[src/rtl/fifo_pkg.sv]
`default_nettype none
// ============================================================================
//  Module      : fifo_pkg
//  Description : Shared types and constants for the FIFO drain path.
//  Revision    : 1.0 - initial release
// ============================================================================
package fifo_pkg;

    typedef enum logic [1:0] {
        IDLE  = 2'd0,
        RUN   = 2'd1,
        DRAIN = 2'd2
    } drain_state_t;

    localparam int c_default_data_width = 16;

    // Counter width for 0..n-1; never zero so a one-word packet still has a register.
    function automatic int idx_width(input int n);
        return (n > 1) ? $clog2(n) : 1;
    endfunction

endpackage
`default_nettype wire

[src/rtl/fifo_skid_buf.sv]
`default_nettype none
// ============================================================================
//  Module      : fifo_skid_buf
//  Description : Two-entry in-order buffer with simultaneous push and pop.
//  Revision    : 1.0 - initial release
// ============================================================================
module fifo_skid_buf
    import fifo_pkg::*;
#(
    parameter int DATA_WIDTH = c_default_data_width
) (
    input  logic                  clk,
    input  logic                  reset,
    input  logic                  push_i,
    input  logic                  pop_i,
    input  logic [DATA_WIDTH-1:0] data_i,
    output logic [DATA_WIDTH-1:0] data_o,
    output logic [1:0]            occ_o
);

    logic [DATA_WIDTH-1:0] head_q, head_d;
    logic [DATA_WIDTH-1:0] tail_q, tail_d;
    logic [1:0]            occ_q, occ_d;
    logic                  pop_eff;

    assign pop_eff = pop_i && (occ_q != 2'd0);

    always_comb begin
        head_d = head_q;
        tail_d = tail_q;
        occ_d  = occ_q;
        case ({push_i, pop_eff})
            2'b10: begin
                if (occ_q != 2'd2) begin
                    if (occ_q == 2'd0) begin
                        head_d = data_i;
                    end else begin
                        tail_d = data_i;
                    end
                    occ_d = occ_q + 2'd1;
                end
            end
            2'b01: begin
                head_d = tail_q;
                occ_d  = occ_q - 2'd1;
            end
            2'b11: begin
                // Occupancy is unchanged; the incoming word lands behind whatever remains.
                if (occ_q == 2'd1) begin
                    head_d = data_i;
                end else begin
                    head_d = tail_q;
                    tail_d = data_i;
                end
            end
            default: ;
        endcase
    end

    always_ff @(posedge clk) begin
        if (reset) begin
            head_q <= '0;
            tail_q <= '0;
            occ_q  <= 2'd0;
        end else begin
            head_q <= head_d;
            tail_q <= tail_d;
            occ_q  <= occ_d;
        end
    end

    assign data_o = head_q;
    assign occ_o  = occ_q;

endmodule
`default_nettype wire

[src/rtl/fifo_drain.sv]
`default_nettype none
// ============================================================================
//  Module      : fifo_drain
//  Description : Reads a synchronous FIFO and emits a packet-framed valid/ready stream.
//  Revision    : 1.0 - initial release
// ============================================================================
module fifo_drain
    import fifo_pkg::*;
#(
    parameter int DATA_WIDTH = c_default_data_width,
    parameter int PKT_LEN    = 4,
    parameter int DROP_WIDTH = 8
) (
    input  logic                  clk,
    input  logic                  reset,
    input  logic                  enable,
    output logic                  fifo_read_en,
    input  logic [DATA_WIDTH-1:0] fifo_data_out,
    input  logic                  fifo_empty,
    input  logic                  fifo_underflow,
    output logic                  m_valid,
    input  logic                  m_ready,
    output logic [DATA_WIDTH-1:0] m_data,
    output logic                  m_last,
    output logic                  busy,
    output logic [DROP_WIDTH-1:0] drop_count
);

    localparam int                 c_idx_w    = idx_width(PKT_LEN);
    localparam logic [c_idx_w-1:0] c_last_idx = c_idx_w'(PKT_LEN - 1);

    drain_state_t          state_q;
    logic                  inflight_q;
    logic [c_idx_w-1:0]    word_idx_q, word_idx_d;
    logic [DROP_WIDTH-1:0] drop_q, drop_d;
    logic [1:0]            occ;
    logic                  pop;
    logic                  push;

    assign pop  = m_valid && m_ready;
    assign push = inflight_q && !fifo_underflow;

    // occ + inflight - pop <= 1, rearranged to avoid a negative intermediate.
    assign fifo_read_en = (state_q == RUN) && !fifo_empty &&
                          (({1'b0, occ} + {2'b00, inflight_q}) <= (3'd1 + {2'b00, pop}));

    fifo_skid_buf #(
        .DATA_WIDTH (DATA_WIDTH)
    ) u_buf (
        .clk    (clk),
        .reset  (reset),
        .push_i (push),
        .pop_i  (pop),
        .data_i (fifo_data_out),
        .data_o (m_data),
        .occ_o  (occ)
    );

    always_ff @(posedge clk) begin
        if (reset) begin
            state_q <= IDLE;
        end else begin
            case (state_q)
                IDLE:    if (enable) state_q <= RUN;
                RUN:     if (!enable) state_q <= DRAIN;
                DRAIN: begin
                    if (enable) begin
                        state_q <= RUN;
                    end else if (!inflight_q && (occ == 2'd0)) begin
                        state_q <= IDLE;
                    end
                end
                default: state_q <= IDLE;
            endcase
        end
    end

    always_comb begin
        word_idx_d = word_idx_q;
        if (pop) begin
            word_idx_d = (word_idx_q == c_last_idx) ? '0 : word_idx_q + 1'b1;
        end
        drop_d = drop_q;
        if (inflight_q && fifo_underflow && (drop_q != '1)) begin
            drop_d = drop_q + 1'b1;
        end
    end

    always_ff @(posedge clk) begin
        if (reset) begin
            inflight_q <= 1'b0;
            word_idx_q <= '0;
            drop_q     <= '0;
        end else begin
            inflight_q <= fifo_read_en;
            word_idx_q <= word_idx_d;
            drop_q     <= drop_d;
        end
    end

    assign m_valid    = (occ != 2'd0);
    assign m_last     = m_valid && (word_idx_q == c_last_idx);
    assign busy       = (state_q != IDLE) || inflight_q || (occ != 2'd0);
    assign drop_count = drop_q;

endmodule
`default_nettype wire
[config.mk]
export PLATFORM = sky130hd
export DESIGN_NAME = fifo_drain
export DESIGN_NICKNAME = d
export VERILOG_FILES = /design/src/rtl/fifo_pkg.sv /design/src/rtl/fifo_skid_buf.sv /design/src/rtl/fifo_drain.sv
export SDC_FILE = /design/constraint.sdc
export NUM_CORES = 1
export LEC_CHECK = 0
export CAP_MARGIN = 30
export CORE_UTILIZATION = 55
export CTS_CLUSTER_DIAMETER = 40
export DETAILED_ROUTE_END_ITERATION = 6
export DONT_BUFFER_PORTS = 1
export GPL_ROUTABILITY_DRIVEN = 1
export GPL_TIMING_DRIVEN = 0
export PLACE_DENSITY = 0.7
export SLEW_MARGIN = 40
export SYNTH_ARGS = -nofsm -noshare
export SYNTH_HDL_FRONTEND = slang
export SYNTH_SLANG_ARGS = --single-unit
[constraint.sdc]
create_clock -name clk -period 2.5 [get_ports clk]
set_input_delay 0.25 -clock clk [delete_from_list [all_inputs] [get_ports clk]]
set_output_delay 0.25 -clock clk [all_outputs]
set_load 0.02 [all_outputs]
Word-level counts from Yosys, hierarchy flattened
Cells that the tools add are included.

storage, ports and cells
  register bits after elaboration = 47
  word-level logic and storage cells = 71
  input port bits = 22
  output and inout bits = 28

cells by class
  order comparisons = 1
  add/subtract/negate cells = 6
  equality and inequality tests = 16
  reductions and logical operators = 25
  muxes and demuxes = 16

operators with widths
  cell                   number
  $mux W16               6
  $pmux W16 S3           1
  $pmux W16 S2           1
  $mux W2                6
  $ne A2 B2 Y1 const B   6
  $logic_and A1 B1 Y1    9
  $add A8 B1 Y8 const B  1
  $eq A2 B2 Y1 const B   4
  $ne A8 B8 Y1 const B   1
  $reduce_bool A2 Y1     4
  $eq A2 B1 Y1 const B   3
  $pmux W2 S3            1
  $reduce_and A3 Y1      2
  $add A2 B1 Y2 const B  2
  $logic_not A2 Y1       2
  $pmux W2 S2            1
  $reduce_and A4 Y1      1
  $add A2 B1 Y3          1
  $le A3 B2 Y1           1
  $logic_not A1 Y1       3
  $ne A3 B3 Y1 const B   1
  $reduce_bool A3 Y1     1
  $add A1 B1 Y2 const A  1
  $logic_or A1 B1 Y1     2
  other kinds (3)        3

Longest topological paths before layout
  depth after elaboration = 6
  gate-level depth with buffers = 10
  gate-level depth less buffers = 9

Modules after synthesis
Synthesis repeated with hierarchy kept, for this count alone.

second synthesis, totals
  cell total of the unflattened synthesis = 250
  area, all modules = 2372.3 µm²

modules (own cells, without submodules)
  module         instances  seq. area each (µm²)  cells each  area an instance (µm²)
  fifo_skid_buf  1          680.7                 166         1652.8
  fifo_drain     1          260.2                 84          719.4

Worst setup path before layout
OpenSTA, ideal clock, no wires.

  path type = flip-flop to flip-flop
  start = register u_buf.occ_q[1], in the netlist u_buf.occ_o[1]
  end = register inflight_q
  arrival time = 2.489 ns
  library setup time = 0.067 ns
  path slack = -0.056 ns
  cell stages (with the launch flop) = 11
  period minus slack after synthesis = 2.556 ns
  required time = 2.433 ns
  buffers on the path = 1
  cells stage by stage = dfxtp_1 -> inv_1 -> ha_1 -> nand2b_1 -> buf_2 -> inv_2 -> fa_1 -> nor2_1 -> nand2_1 -> a211oi_1 -> nor2b_1

on the way
  word-level cells in the longest chain between the ends = 5
  elaborated cells between the ends (all ways) = 6
  those cells by class = 2 x add/sub; 1 x order compare; 3 x reduce/logical

ends and longest elaborated chain
  item                    RTL line             text
  from (decl)             fifo_skid_buf.sv:23  logic [1:0] occ_q, occ_d;
  from (signal assigned)  fifo_skid_buf.sv:64  occ_q <= 2'd0;
  from (signal assigned)  fifo_skid_buf.sv:68  occ_q <= occ_d;
  $reduce_bool A2 Y1      fifo_drain.sv:101    assign m_valid = (occ != 2'd0);
  $logic_and A1 B1 Y1     fifo_drain.sv:40     assign pop = m_valid && m_ready;
  net pop                 fifo_drain.sv:37     logic pop;
  $add A1 B1 Y2           fifo_drain.sv:45     (({1'b0, occ} + {2'b00, inflight_q}) <= (3'd1 + {2'b00, pop}));
  $le A3 B2 Y1            fifo_drain.sv:45
  $logic_and A1 B1 Y1     fifo_drain.sv:44     assign fifo_read_en = (state_q == RUN) && !fifo_empty &&
  net fifo_read_en        fifo_drain.sv:17     output logic fifo_read_en,
  to (signal assigned)    fifo_drain.sv:95     inflight_q <= fifo_read_en;
  to (decl)               fifo_drain.sv:33     logic inflight_q;

The timed path passes the listed nets, and every way through them passes these cells.
A chain may end at the register's enable or synchronous reset.

Worst setup path after layout
  start = register u_buf.occ_q[1], in the netlist u_buf.occ_o[1]
  end = output fifo_read_en

on the way
  word-level cells in the longest chain between the ends = 5
  elaborated cells between the ends (all ways) = 6
  those cells by class = 2 x add/sub; 1 x order compare; 3 x reduce/logical

ends and longest elaborated chain
  item                 RTL line
  $reduce_bool A2 Y1   fifo_drain.sv:101
  $logic_and A1 B1 Y1  fifo_drain.sv:40
  net pop              fifo_drain.sv:37
  $add A1 B1 Y2        fifo_drain.sv:45
  $le A3 B2 Y1         fifo_drain.sv:45
  $logic_and A1 B1 Y1  fifo_drain.sv:44
  to (decl)            fifo_drain.sv:17

The timed path passes the listed nets, and every way through them passes these cells.

==> results.cfg <==
[yosys]
synth_area_mm2 = 0.00217
ys_seq_area_share_pct = 43.3
synth.distinct_cells = 38
synthCells = 247
ys_top_cells_by_count = dfxtp_1 (47), nor2_1 (43), nand2_1 (37), mux2i_1 (18), a311oi_1 (15)
synthFlopType = dfxtp_1
synth.net_count = 278
yosys-top-cells-area = dfxtp_1 (43%), mux2i_1 (8.3%), nor2_1 (7.4%), nand2_1 (6.4%), a311oi_1 (6.1%)
yosys.area.top_type_share_pct = 43.3
synth-edff-count = 0
yosysTopAreaCell = dfxtp_1
ys_warn_count = 0
async_reset_ff_share_pct = 0
yosysMostFrequentCell = dfxtp_1
synth-seq-cells = 47
syn_area_per_cell_um2 = 8.79

[placed_design]
placed_cell_area_mm2 = 0.00224
port_buffers = 0
place_ws_ns = -0.0676
place_congestion = 0.818
hpwlAfterDp_mm = 3.29

[die]
die_h_um = 64.8
initial_core_util_pct = 58.4
core_area_mm2 = 0.00372
dieArea_mm2 = 0.00420
boundaryPins = 50
rows = 22
die_w_um = 64.8

[clock_tree]
cts.sinks = 47
path_clk_slew_ns = 0.09
htreeDepth = 2
clockRootBuffer = clkbuf_8
cts_buffers = 5
cts_buffer_depth = 2
cts_tree = done
clock_latency_ns = 0.31

[critical_path]
critPathLaunchType = flop
cp.arrival_ns = 2.16
cp.required_ns = 2.25
max_stage_delay_ns = 0.46
path_cells = inv_4, ha_4, nand2b_4, inv_8, fa_1, nor2_1, nand2_1, a211oi_4
worstSetupPathType = flop to output port
slowest_stage = fa_1
path_max_fanout = 7
end_kind = output port

[job]
maxCapViolations = 0

[cells_and_area]
stdcell_area_mm2 = 0.00246
fillers = 331
n_antenna_cell = 0
syn_to_final_growth_pct = 13.4
multi_input_area_mm2 = 0.00115
seq_area_um2 = 943
drive_above_1_share_pct = 14.8
nNetsFinal = 293

[drt]
drt_iter0_markers = 84
drc_errors = 0
route.antenna.remaining_nets = 0
vias = 1779
finalWirelength_mm = 4.78
routed_via_density = 5.72
wl_per_cell_um = 15.4
firstDrtPassIters = 4

[timing]
whs_ns = 0.0140
final-setup-viol-count = 0
fmax_ghz = 0.415
period_share_pct = 96.3
tns_ns = 0
finClkSkew_ns = 0.00724
grt_setup_unrepaired = true
tightest_slew_ns = 0.525
timing.final.crit_period_ns = 2.41
slew_headroom_pct = 65.0
setup_ws_ns = 0.0925
hold_viol = 0
slew_violations = 0

[status]
status = finished, final reports clean

[power_and_ir_drop]
p_leak_nw = 1.05
ir_drop_v = 0.000692
p_per_area_mw_per_mm2 = 1050
power_w = 0.00258

[global_route]
grt-ovfl-total = 0
grt_pass1_vias = 1710
antenna_found_initial = 0
grt_usage_pct = 23.9
grt_max_degree = 17
grt_pass1_wl_mm = 7.66

[min_path]
min_path_type = input pin to flop
power breakdown:
group / internal, W / total, W / switching (W)
logic: 0.000392 / 0.000925 / 0.000532
clock network: 0.000301 / 0.000573 / 0.000272
registers: 0.000875 / 0.00108 / 0.000205
total: 0.00157 / 0.00258 / 0.00101
cells in the final DEF, fill, tap and decap left out, types with 2 or more instances in the layout:
cell       n
clkbuf_1   4
nor2_1    43
mux2i_1   18
buf_6      3
dfxtp_2    2
inv_4      2
o21bai_1   2
nor2b_1    3
ha_1       7
or3_1      3
nand2_1   37
o21ai_0    3
nor3_1     4
buf_2      3
nor4_1     2
a311oi_1  15
dfxtp_1   45
o31ai_1    2
mux2_2     3
a21oi_1    7
nand3_1    4
nand2b_1   3
nand4_1    2
inv_1      6
buf_1      2
buf_4     10
a211oi_1   3
clkbuf_8   5
kinds of logic (layout without fill, tap and decap cells):
logic type,Yosys count,after routing,share of synthesized area (%)
buf+inv,23,39,5.42
flops,47,47,43.3
mux,21,21,9.86
fa+ha+maj,9,9,5.53
xor+xnor,2,2,0.807
simple gates,105,105,20.7
compound gates,40,40,14.3
registers in the layout, indices dropped and copies added, names as in the netlist:
| name | flops |
|---|---|
| u_buf.data_o | 16 |
| u_buf.tail_q | 16 |
| drop_count | 8 |
| state_q | 2 |
| u_buf.occ_o | 2 |
| word_idx_q | 2 |
| inflight_q | 1 |
per-stage QoR:
step	cells	util, %
floorplan	247	-
global placement	295	60.2
detailed placement	295	60.2
CTS	306	65.1
global route	311	66.2
finish	311	66.2
worst max-delay path, delay by kind of cell, from the launching register on:
family          cells  cell delay (ns)
flops               1             0.37
buf+inv             2             0.12
simple gates        3             0.38
compound gates      1             0.37
fa+ha+maj           2             0.62
cell type report:
class	count	share of cell area [%]
multi-input combinational	177	46.7
sequential	47	38.3
buffer	13	3.20
clock buffer	5	2.80
timing repair buffer	9	2.75
tap	48	2.44
clock inverter	3	1.88
inverter	9	1.88
per-layer routing:
metal	up-vias	track usage [%]	share of wire (%)	wire (um)
li1	890	-	-	-
met1	843	28.8	45	2160
met2	42	40.4	48	2300
met3	4	8.45	6.0	287
met4	0	5.28	0.59	28
met5	-	0	0	0
repair_timing:
item | in CTS | in global routing
hold buffers | 0 | 0
setup endpoints to repair | 2 | 1
gates resized for setup | 14 | 2
buffers inserted | 3 | 6
pin swaps | 4 | 5
path summary, 6_finish.rpt:
kind / end / from / slack [ns] / depth (start not counted)
worst max-delay path: fifo_read_en / u_buf.occ_o[1] / 0.09 / 8
worst min register to register: word_idx_q[1] / word_idx_q[1] / 0.47 / 2
worst min-delay path: state_q[1] / enable / 0.01 / 1
worst max register to register: inflight_q / u_buf.occ_o[1] / 0.41 / 9
(Power assumes the default switching activity.)
